**config.mk**
```make
export PLATFORM = sky130hd
export DESIGN_NAME = usb_pd_rx_ctrl
export DESIGN_NICKNAME = d
export VERILOG_FILES = /design/src/rtl/usb_pd_rx_ctrl.sv
export SDC_FILE = /design/constraint.sdc
export NUM_CORES = 1
export LEC_CHECK = 0
export ABC_AREA = 1
export ABC_CLOCK_PERIOD_IN_PS = 3800
export CORE_UTILIZATION = 35
export CTS_BUF_LIST = sky130_fd_sc_hd__clkbuf_8
export DETAILED_ROUTE_END_ITERATION = 8
export MAX_ROUTING_LAYER = met4
export SLEW_MARGIN = 20
export SYNTH_ARGS = -nofsm -noshare
export SYNTH_HDL_FRONTEND = slang
export SYNTH_SLANG_ARGS = --single-unit
```
**constraint.sdc**
```tcl
create_clock -name clock -period 3.8 [get_ports clock]
set_input_delay 0.38 -clock clock [delete_from_list [all_inputs] [get_ports clock]]
set_output_delay 0.38 -clock clock [all_outputs]
set_load 0.005 [all_outputs]
```
**src/rtl/usb_pd_rx_ctrl.sv**
```systemverilog
// USB-PD protocol-layer receive controller: CRC qualify, GoodCRC request, MessageID filter, one-entry output buffer.
// Define USB_PD_RX_STATS_EN to implement the crc_err_cnt / dup_cnt / ovf_cnt saturating counters.
module usb_pd_rx_ctrl #(
  parameter int unsigned system_khz      = 200000,
  parameter int unsigned gcrc_timeout_us = 195
) (
  input  logic         clock,
  input  logic         nrst,
  input  logic         rd_pkg_valid,
  input  logic         rd_crc_valid,
  input  logic         rd_role,
  input  logic [2:0]   rd_msg_id,
  input  logic [2:0]   rd_msg_num,
  input  logic [3:0]   rd_msg_type,
  input  logic [223:0] rd_words,
  output logic         gcrc_req,
  output logic [2:0]   gcrc_id,
  input  logic         gcrc_ack,
  output logic         rx_goodcrc,
  output logic [2:0]   rx_goodcrc_id,
  output logic         rx_soft_reset,
  input  logic         soft_reset,
  output logic         msg_valid,
  input  logic         msg_ready,
  output logic         msg_role,
  output logic [2:0]   msg_id,
  output logic [2:0]   msg_num,
  output logic [3:0]   msg_type,
  output logic [223:0] msg_words,
  output logic [7:0]   crc_err_cnt,
  output logic [7:0]   dup_cnt,
  output logic [7:0]   ovf_cnt
);

  localparam int unsigned TMO_RAW = (system_khz * gcrc_timeout_us) / 1000;
  localparam int unsigned TMO_CYC = (TMO_RAW == 0) ? 1 : TMO_RAW;
  localparam int unsigned TW      = $clog2(TMO_CYC + 1);
  localparam logic [TW-1:0] TMO_LAST = TW'(TMO_CYC - 1);

  typedef struct packed {
    logic         role;
    logic [2:0]   id;
    logic [2:0]   num;
    logic [3:0]   mtype;
    logic [223:0] words;
  } msg_t;

  typedef enum logic [1:0] {S_IDLE, S_CHECK, S_GREQ, S_FILTER} state_e;

  state_e        state_q, state_d;
  logic          pkg_q;
  msg_t          shadow_q, shadow_d, buf_q, buf_d;
  logic          msg_valid_q, msg_valid_d;
  logic [2:0]    last_id_q, last_id_d;
  logic          last_id_valid_q, last_id_valid_d;
  logic [TW-1:0] tmo_q, tmo_d;
  logic          gcrc_req_q, gcrc_req_d;
  logic [2:0]    gcrc_id_q, gcrc_id_d;
  logic          rx_goodcrc_q, rx_goodcrc_d;
  logic [2:0]    rx_goodcrc_id_q, rx_goodcrc_id_d;
  logic          rx_soft_reset_q, rx_soft_reset_d;

  logic pkg_event_c, is_goodcrc_c, is_sr_c, is_dup_c, deliver_c;

  assign pkg_event_c  = rd_pkg_valid && !pkg_q;
  assign is_goodcrc_c = (shadow_q.mtype == 4'h1) && (shadow_q.num == 3'd0);
  assign is_sr_c      = (shadow_q.mtype == 4'hD) && (shadow_q.num == 3'd0);
  // A coincident soft_reset request wipes history before the duplicate compare
  assign is_dup_c     = last_id_valid_q && !soft_reset && (shadow_q.id == last_id_q);
  assign deliver_c    = (state_q == S_FILTER) && (is_sr_c || !is_dup_c);

  always_ff @(posedge clock or negedge nrst) begin
    if (!nrst) begin
      state_q         <= S_IDLE;
      pkg_q           <= 1'b0;
      shadow_q        <= '0;
      buf_q           <= '0;
      msg_valid_q     <= 1'b0;
      last_id_q       <= 3'd0;
      last_id_valid_q <= 1'b0;
      tmo_q           <= '0;
      gcrc_req_q      <= 1'b0;
      gcrc_id_q       <= 3'd0;
      rx_goodcrc_q    <= 1'b0;
      rx_goodcrc_id_q <= 3'd0;
      rx_soft_reset_q <= 1'b0;
    end else begin
      state_q         <= state_d;
      pkg_q           <= rd_pkg_valid;
      shadow_q        <= shadow_d;
      buf_q           <= buf_d;
      msg_valid_q     <= msg_valid_d;
      last_id_q       <= last_id_d;
      last_id_valid_q <= last_id_valid_d;
      tmo_q           <= tmo_d;
      gcrc_req_q      <= gcrc_req_d;
      gcrc_id_q       <= gcrc_id_d;
      rx_goodcrc_q    <= rx_goodcrc_d;
      rx_goodcrc_id_q <= rx_goodcrc_id_d;
      rx_soft_reset_q <= rx_soft_reset_d;
    end
  end

  always_comb begin
    state_d         = state_q;
    shadow_d        = shadow_q;
    buf_d           = buf_q;
    msg_valid_d     = msg_valid_q;
    last_id_d       = last_id_q;
    last_id_valid_d = last_id_valid_q;
    tmo_d           = '0;
    rx_goodcrc_d    = 1'b0;
    rx_goodcrc_id_d = rx_goodcrc_id_q;
    rx_soft_reset_d = 1'b0;

    if (msg_valid_q && msg_ready) msg_valid_d = 1'b0;

    unique case (state_q)
      S_IDLE: begin
        if (pkg_event_c && rd_crc_valid) begin
          shadow_d = '{role: rd_role, id: rd_msg_id, num: rd_msg_num,
                       mtype: rd_msg_type, words: rd_words};
          state_d  = S_CHECK;
        end
      end
      S_CHECK: begin
        if (is_goodcrc_c) begin
          rx_goodcrc_d    = 1'b1;
          rx_goodcrc_id_d = shadow_q.id;
          state_d         = S_IDLE;
        end else begin
          state_d = S_GREQ;
        end
      end
      S_GREQ: begin
        if (gcrc_ack) begin
          state_d = S_FILTER;
        end else if (tmo_q == TMO_LAST) begin
          state_d = S_IDLE;
        end else begin
          tmo_d = tmo_q + TW'(1);
        end
      end
      S_FILTER: begin
        state_d = S_IDLE;
        if (is_sr_c) begin
          rx_soft_reset_d = 1'b1;
          last_id_valid_d = 1'b0;
        end else if (!is_dup_c) begin
          last_id_d       = shadow_q.id;
          last_id_valid_d = 1'b1;
        end
      end
      default: state_d = S_IDLE;
    endcase

    if (soft_reset) last_id_valid_d = 1'b0;

    // Full buffer not being drained this cycle drops the new message
    if (deliver_c && !(msg_valid_q && !msg_ready)) begin
      buf_d       = shadow_q;
      msg_valid_d = 1'b1;
    end

    gcrc_req_d = (state_d == S_GREQ);
    gcrc_id_d  = (state_d == S_GREQ) ? shadow_q.id : 3'd0;
  end

  assign gcrc_req      = gcrc_req_q;
  assign gcrc_id       = gcrc_id_q;
  assign rx_goodcrc    = rx_goodcrc_q;
  assign rx_goodcrc_id = rx_goodcrc_id_q;
  assign rx_soft_reset = rx_soft_reset_q;
  assign msg_valid     = msg_valid_q;
  assign msg_role      = buf_q.role;
  assign msg_id        = buf_q.id;
  assign msg_num       = buf_q.num;
  assign msg_type      = buf_q.mtype;
  assign msg_words     = buf_q.words;

`ifdef USB_PD_RX_STATS_EN
  logic [7:0] crc_err_cnt_q, dup_cnt_q, ovf_cnt_q;
  logic       crc_inc_c, dup_inc_c;
  logic [1:0] ovf_inc_c;

  assign crc_inc_c = (state_q == S_IDLE) && pkg_event_c && !rd_crc_valid;
  assign dup_inc_c = (state_q == S_FILTER) && !is_sr_c && is_dup_c;
  assign ovf_inc_c = 2'(pkg_event_c && (state_q != S_IDLE))
                   + 2'((state_q == S_GREQ) && !gcrc_ack && (tmo_q == TMO_LAST))
                   + 2'(deliver_c && msg_valid_q && !msg_ready);

  function automatic logic [7:0] sat_add(input logic [7:0] c, input logic [1:0] inc);
    logic [8:0] s;
    s = {1'b0, c} + 9'(inc);
    return s[8] ? 8'hFF : s[7:0];
  endfunction

  always_ff @(posedge clock or negedge nrst) begin
    if (!nrst) begin
      crc_err_cnt_q <= 8'd0;
      dup_cnt_q     <= 8'd0;
      ovf_cnt_q     <= 8'd0;
    end else begin
      crc_err_cnt_q <= sat_add(crc_err_cnt_q, 2'(crc_inc_c));
      dup_cnt_q     <= sat_add(dup_cnt_q, 2'(dup_inc_c));
      ovf_cnt_q     <= sat_add(ovf_cnt_q, ovf_inc_c);
    end
  end

  assign crc_err_cnt = crc_err_cnt_q;
  assign dup_cnt     = dup_cnt_q;
  assign ovf_cnt     = ovf_cnt_q;
`else
  assign crc_err_cnt = 8'd0;
  assign dup_cnt     = 8'd0;
  assign ovf_cnt     = 8'd0;
`endif

endmodule

```
==> metrics.txt, run 1 <==
CTS root buffer=clkbuf_8; later-pin clock latency in the skew report=0.68 ns; status=finished clean; slowest stage cell, crit path=buf_4; Post-synth EDFFs=0; dominant synthesized flop cell=dfrtp_1; ys async rst share=100%; Vias=16900; Finished Cell Area=27600 µm²; die area=59500 µm²; Worst Setup End Kind=register; MaxCap Viol Count=0; relative slew slack=18.6%; clock tree sinks=503; FF+latch count, synth=503; hpwl dp=37900 µm; Site Rows=88; Comb pwr share=31.1%; DRT iter0 DRCs=1023; Area Growth Syn to Fin=34.7%; number of distinct library cells after synthesis=20; sequential share of the synthesized area=61.5%; GR Util All Layers=20.6%; gate count of the mapped netlist=2273; crit path max fanout=69; Worst Path Arrival=3.18 ns; Clock power frac=24.3%; Pint=13.2 mW; endpoints failing setup=0; Post-Syn Area=20500 µm²; Reg2Reg Depth=9; die width=244 µm; worst-path cell chain=inv_1 -> nand2_1 -> nor2_1 -> nand2_1 -> nand3_4 -> buf_4 -> buf_4 -> nand4_1 -> nand2_1; H-Tree Depth=3; sequential share of power=44.6%; Worst Setup Path Type=register to register; Worst Path Required=4.38 ns; Max Root-Sink Buffers=3; top cell type by total area after synthesis=dfrtp_1; post-route ant nets=0; placed inst area=25800 µm²; RSZ-0062 raised after global routing=no; Power Density=720 nW/µm²; global-route wire length before repair=94700 µm; grt total ovfl=0; CTS tree=yes; cts bufs inserted=87; syn_area_per_cell=9.01 µm²; maximum clock frequency=385 MHz; Final min period=2.60 ns; Sw Pwr=6.63 mW; Max Clock Skew=0.0427 ns; CTS resizes=0; worst min-delay path class=input port to register; worst hold stages=3; vias per std cell=4.77; Ports=511; sw frac=33.4%; Tcrit/Tclk final=68.4%; Worst-Margin Slew=1.22 ns; Leakage=14.1 nW; setup tns final=0 ns; top cells by count, synth=nand2_1, dfrtp_1, inv_1; per-cell routed wire length=16.9 µm; Die Height=244 µm; most common cell in the netlist=nand2_1; GPL Wtd Cong=0.850; vias in the first global route=16900; largest net degree at the start of global routing=241; YS warnings=0; Worst setup SP type=register; DRC viols=0; Peak VDD IR=0.000367 V; core area=57700 µm²; initial antenna violation count=6; final slew viol count=0; Final nets=2960; drt first pass iters=6; count of final hold-check violations=0; clk slew on worst S/H paths=0.06 ns; share of the synthesized area in the top cell type=61.5%; Synth area leaders=dfrtp_1, nand2_1, nand4_1; post-detailed-routing wire length=59900 µm; CP dominant cell by count=nand2_1; slowest stage delay, CP=0.71 ns; share of layout cells above drive strength 1=5.54%; Initial Utilization=35.5%; I/O Buffers=486
-- final cells by class --
class	count	area, µm²
well taps	765	957
repair buffers	513	5240
flip-flops and latches	503	12600
clock buffers	107	1470
inverters	269	1010
fillers	5506	30100
clock inverters	44	231
multi-input cells	1343	6060
diodes	6	15.0
-- what timing repair did --
action / CTS / global route
endpoints found under the setup margin: 0 / 0
endpoints found under the hold margin: 78 / 0
hold buffers: 1 / 0
setup buffers: 0 / 0
-- critical path: cells and delay by family (launching register included) --
family / cells / cell delay, ns
buf+inv: 3 / 1.23
simple gates: 6 / 0.79
flops: 1 / 0.39
-- sequential cells by signal, indices dropped and copies added, names as in the netlist --
register	cells
state_q	2
msg_role	1
shadow_q	235
msg_valid	1
gcrc_req	1
pkg_q	1
msg_id	3
last_id_q	3
rx_goodcrc	1
msg_type	4
gcrc_id	3
msg_num	3
rx_soft_reset	1
rx_goodcrc_id	3
last_id_valid_q	1
msg_words	224
tmo_q	16
-- kinds of logic (layout without fill, tap and decap cells) --
group / count (synthesis) / count (layout) / synth area share, %
xor gates and xnor gates: 5 / 5 / 0.214
other: 1 / 30 / 0.0183
buffers and inverters: 450 / 933 / 9.54
AOI/OAI and AO/OA: 251 / 251 / 6.14
DFF: 503 / 503 / 61.5
and+or+nand+nor: 1062 / 1062 / 22.5
adders and majority gates: 1 / 1 / 0.0611
-- cell usage in the layout (no fill, tap or decap), types with 3 or more instances in the layout --
master,synthesis,final
diode_2,0,6
buf_4,27,13
clkdlybuf4s50_1,0,485
buf_12,0,13
xor2_1,5,5
nor3_1,7,7
inv_6,0,3
nand3_1,13,10
nor2_1,50,50
clkbuf_8,0,107
clkinv_2,0,5
dfrtp_1,503,503
nand3_4,0,3
inv_1,267,298
nand2_1,752,751
a21oi_1,14,14
nand4_1,238,238
conb_1,1,24
o21ai_0,237,237
-- routing by layer --
layer,vias to the layer above,GRT usage [%],wire length (µm)
li1,8119,-,-
met1,8186,26.5,25700
met2,527,30.9,27800
met3,115,5.99,4670
met4,0,7.33,1690
met5,-,-,0
-- stage by stage --
step / hold slack (ns) / power [mW] / std cells / worst slack (ns) / utilization [%]
2_1_floorplan: 0.0844 / 11.6 / 2296 / 2.30 / -
3_3_place_gp: 0.446 / 15.0 / 3392 / 1.04 / 44.8
3_5_place_dp: 0.457 / 15.2 / 3392 / 1.06 / 44.8
4_1_cts: 0.187 / 20.1 / 3544 / 1.21 / 47.8
5_1_grt: 0.188 / 21.2 / 3550 / 0.989 / 47.8
6_report: 0.256 / 19.8 / 3550 / 1.20 / 47.8
-- path summary, 6_finish.rpt --
kind / start / to / slack (ns)
setup / recovery: shadow_q[228]$_DFFE_PN0P_ / msg_words[128]$_DFFE_PN0P_ / 1.20
hold / removal: rd_words[186] / shadow_q[186]$_DFFE_PN0P_ / 0.26
setup reg to reg: shadow_q[228]$_DFFE_PN0P_ / msg_words[128]$_DFFE_PN0P_ / 1.20
hold reg to reg: tmo_q[0]$_DFF_PN0_ / tmo_q[0]$_DFF_PN0_ / 0.46
max in group asynchronous: nrst / shadow_q[147]$_DFFE_PN0P_ / 2.46
min in group asynchronous: nrst / shadow_q[17]$_DFFE_PN0P_ / 0.32
-- power by group through the flow --
stage / Sequential (mW) / Clock, mW / Combinational, mW
2_1_floorplan: 8.68 / 0 / 2.89
5_1_grt: 9.09 / 5.21 / 6.93
6_report: 8.85 / 4.83 / 6.17
3_5_place_dp: 8.89 / 0 / 6.26
4_1_cts: 8.84 / 4.98 / 6.28
3_3_place_gp: 8.82 / 0 / 6.13
Power figures use the tool's default switching activity.
==> run 2, diff against run 1 <==
--- a/config.mk
+++ b/config.mk
@@ -6,7 +6,7 @@
 export NUM_CORES = 1
 export LEC_CHECK = 0
 export ABC_AREA = 1
-export ABC_CLOCK_PERIOD_IN_PS = 3800
+export ABC_CLOCK_PERIOD_IN_PS = 2600
 export CORE_UTILIZATION = 35
 export CTS_BUF_LIST = sky130_fd_sc_hd__clkbuf_8
 export DETAILED_ROUTE_END_ITERATION = 8
==> constraint.sdc (replaced) <==
create_clock -name clock -period 2.6 [get_ports clock]
set_input_delay 0.26 -clock clock [delete_from_list [all_inputs] [get_ports clock]]
set_output_delay 0.26 -clock clock [all_outputs]
set_load 0.005 [all_outputs]
==> run 2 against run 1 <==
Net effect: maximum frequency up 30%; hold slack worse by 0.12 ns; global-route usage up 0.12 points; largest power group unchanged; sequential power up 46%; routed wire length up 0.39%; cell area up 1.4%; first-iteration DRC count up 16%; setup slack worse by 0.60 ns; clock power up 50%; register-to-register slack worse by 0.60 ns; clock skew down 0.013 ns; via count up 0.75%.
==> metrics.txt, run 2 (same netlist as run 1, synthesis figures left out) <==
fillers=5516 (+0.18%); drt first pass iters=5 (-1); CTS root buffer=clkbuf_8; Worst Path Arrival=2.59 ns (-0.59 ns); crit path max fanout=127 (+84%); Max Root-Sink Buffers=3 (unchanged); GPL Wtd Cong=0.840 (-1.2%); maximum clock frequency=501 MHz (+30%); metal2 WL=28000 µm (+0.95%); grt total ovfl=0 (unchanged); Final nets=2980 (+0.68%); DRC viols=0 (unchanged); H-Tree Depth=3 (unchanged); DRT iter0 DRCs=1189 (+16%); Reg area=12600 µm² (unchanged); Min Hold Slack=0.134 ns (-0.122 ns); cts bufs inserted=87 (unchanged); Tcrit/Tclk final=76.8% (+8.4 points); largest net degree at the start of global routing=128 (-47%); r2r endpoint=msg_words[46]$_DFFE_PN0P_; vias in the first global route=17100 (+0.75%); Site Rows=88 (unchanged); CTS tree=yes; share of layout cells above drive strength 1=6.31% (+0.77 points); Final min period=2.00 ns (-0.603 ns); Worst-Margin Slew=0.797 ns (-0.423 ns); Worst Path Required=3.20 ns (-1.18 ns); RSZ-0062 raised after global routing=no; vias per std cell=4.78 (+0.13%); die width=244 µm (unchanged); I/O Buffers=486 (unchanged); Leakage=14.2 nW (+1.4%); clock tree sinks=503 (unchanged); later-pin clock latency in the skew report=0.67 ns (about the same); post-route ant nets=0 (unchanged); uppermost layer routed=met4; post-detailed-routing wire length=60100 µm (+0.39%); Worst Setup Path Type=register to register; Post-CTS Setup Bufs=0 (unchanged); endpoints failing setup=0 (unchanged); initial antenna violation count=4 (-2); per-cell routed wire length=16.8 µm (-0.23%); status=finished clean; Met1 Wirelength=26400 µm (+2.5%); Reg2Reg Depth=8 (-1); Comb pwr share=31.2% (about the same); die area=59500 µm² (unchanged); Reg with most FFs=shadow_q; Util after Layout=48.5% (+0.68 points); Post-Place Worst Slack=0.585 ns (-0.471 ns); Setup crit end=msg_words[46]$_DFFE_PN0P_; commonest non-fill, non-tap cell in the layout=nand2_1; Max Clock Skew=0.0296 ns (-0.0131 ns); Worst setup SP type=register; final slew viol count=0 (unchanged); Die Height=244 µm (unchanged); Clock power frac=24.7% (+0.4 points); clk slew on worst S/H paths=0.06 ns (about the same); worst min-delay path class=input port to async pin; Worst Setup End Kind=register; fin worst setup slack=0.603 ns (-0.597 ns); sequential share of power=44.1% (-0.5 points); Area Growth Syn to Fin=36.6%; relative slew slack=46.8% (+28 points); Multi-input gate area=6060 µm² (unchanged); RR Startpoint=shadow_q[228]$_DFFE_PN0P_; reg2reg setup slack=0.60 ns (-0.60 ns); sw frac=33.2% (-0.21 points); core area=57700 µm² (unchanged); global-route wire length before repair=95500 µm (+0.82%); Ports=511 (unchanged); most frequent cells in the layout=nand2_1, dfrtp_1, clkdlybuf4s50_1; Power Density=1050 nW/µm² (+46%); Largest register FFs=235 (unchanged); GR Util All Layers=20.7% (+0.12 points); Sw Pwr=9.74 mW (+47%); Peak VDD IR=0.000589 V (+60%); Crit. Startpoint=shadow_q[228]$_DFFE_PN0P_; count of final hold-check violations=0 (unchanged); hpwl dp=39600 µm (+4.3%); setup tns final=0 ns (unchanged); Pint=19.6 mW (+48%); MaxCap Viol Count=0 (unchanged); met3 WL=4100 µm (-12%); Initial Utilization=35.5% (unchanged); Vias=17100 (+0.75%)
==> run 2: cell types whose count changed in the layout (fill, tap and decap cells not counted), sizes merged <==
cell | before | now
clkinv | 6 | 1
diode | 6 | 4
clkbuf | 107 | 113
buf | 27 | 47
inv | 305 | 306
clkinvlp | 1 | 3
==> run 2: power by group through the flow <==
stage                     Sequential, mW  Clock, mW  Combinational (mW)
final                               12.9       7.25                9.14
after detailed placement            13.0          0                9.25
after CTS                           12.9       7.50                9.28
after floorplan                     12.7          0                4.22
after global placement              12.9          0                9.05
after global routing                13.3       7.83                10.2
==> run 2: area by class of cell <==
cell class	count	area share (%)
multi-input cells	1343	21.7
repair buffers	533	19.9
well taps	765	3.42
clock inverters	42	0.783
inverters	269	3.63
diodes	4	0.0358
clock buffers	113	5.56
flip-flops and latches	503	45.0
==> run 2: through the flow <==
step / total power, mW / std cells / instance area (µm²)
2_1_floorplan: 16.9 / 2296 / 20600
3_3_place_gp: 21.9 / 3412 / 26200
3_5_place_dp: 22.2 / 3412 / 26200
4_1_cts: 29.7 / 3568 / 28000
5_1_grt: 31.3 / 3572 / 28000
6_report: 29.3 / 3572 / 28000
==> run 2: repair_timing <==
item	CTS	global route
setup endpoints to repair	0	0
hold buffers	1	0
endpoints found under the hold margin	160	0
resized for setup	0	0
==> run 2: routing by layer <==
layer | up-vias | track usage, %
li1 | 8149 | -
met1 | 8270 | 26.9
met2 | 547 | 31.6
met3 | 108 | 5.14
met4 | 0 | 7.00
met5 | - | -
==> run 2: worst max-delay path: stages (launching register included) <==
cell	delay, ns
dfrtp_1	0.42
inv_1	0.09
nand2_1	0.06
nor2_1	0.15
nand2_1	0.14
nand3_4	0.16
buf_12	0.44
nand4_1	0.24
nand2_1	0.13
==> run 2: worst min path at each step <==
stage                       from                   endpoint  slack (ns)  depth (start not counted)
detailed placement          nrst  msg_words[21]$_DFFE_PN0P_        0.26                          1
CTS                 rd_pkg_valid            pkg_q$_DFF_PN0_        0.07                          1
floorplan                   nrst       gcrc_id[0]$_DFF_PN0_       -0.04                          0
finish                      nrst  msg_words[21]$_DFFE_PN0P_        0.13                          2
global route        rd_pkg_valid            pkg_q$_DFF_PN0_         0.1                          1
global placement            nrst  msg_words[21]$_DFFE_PN0P_        0.25                          1
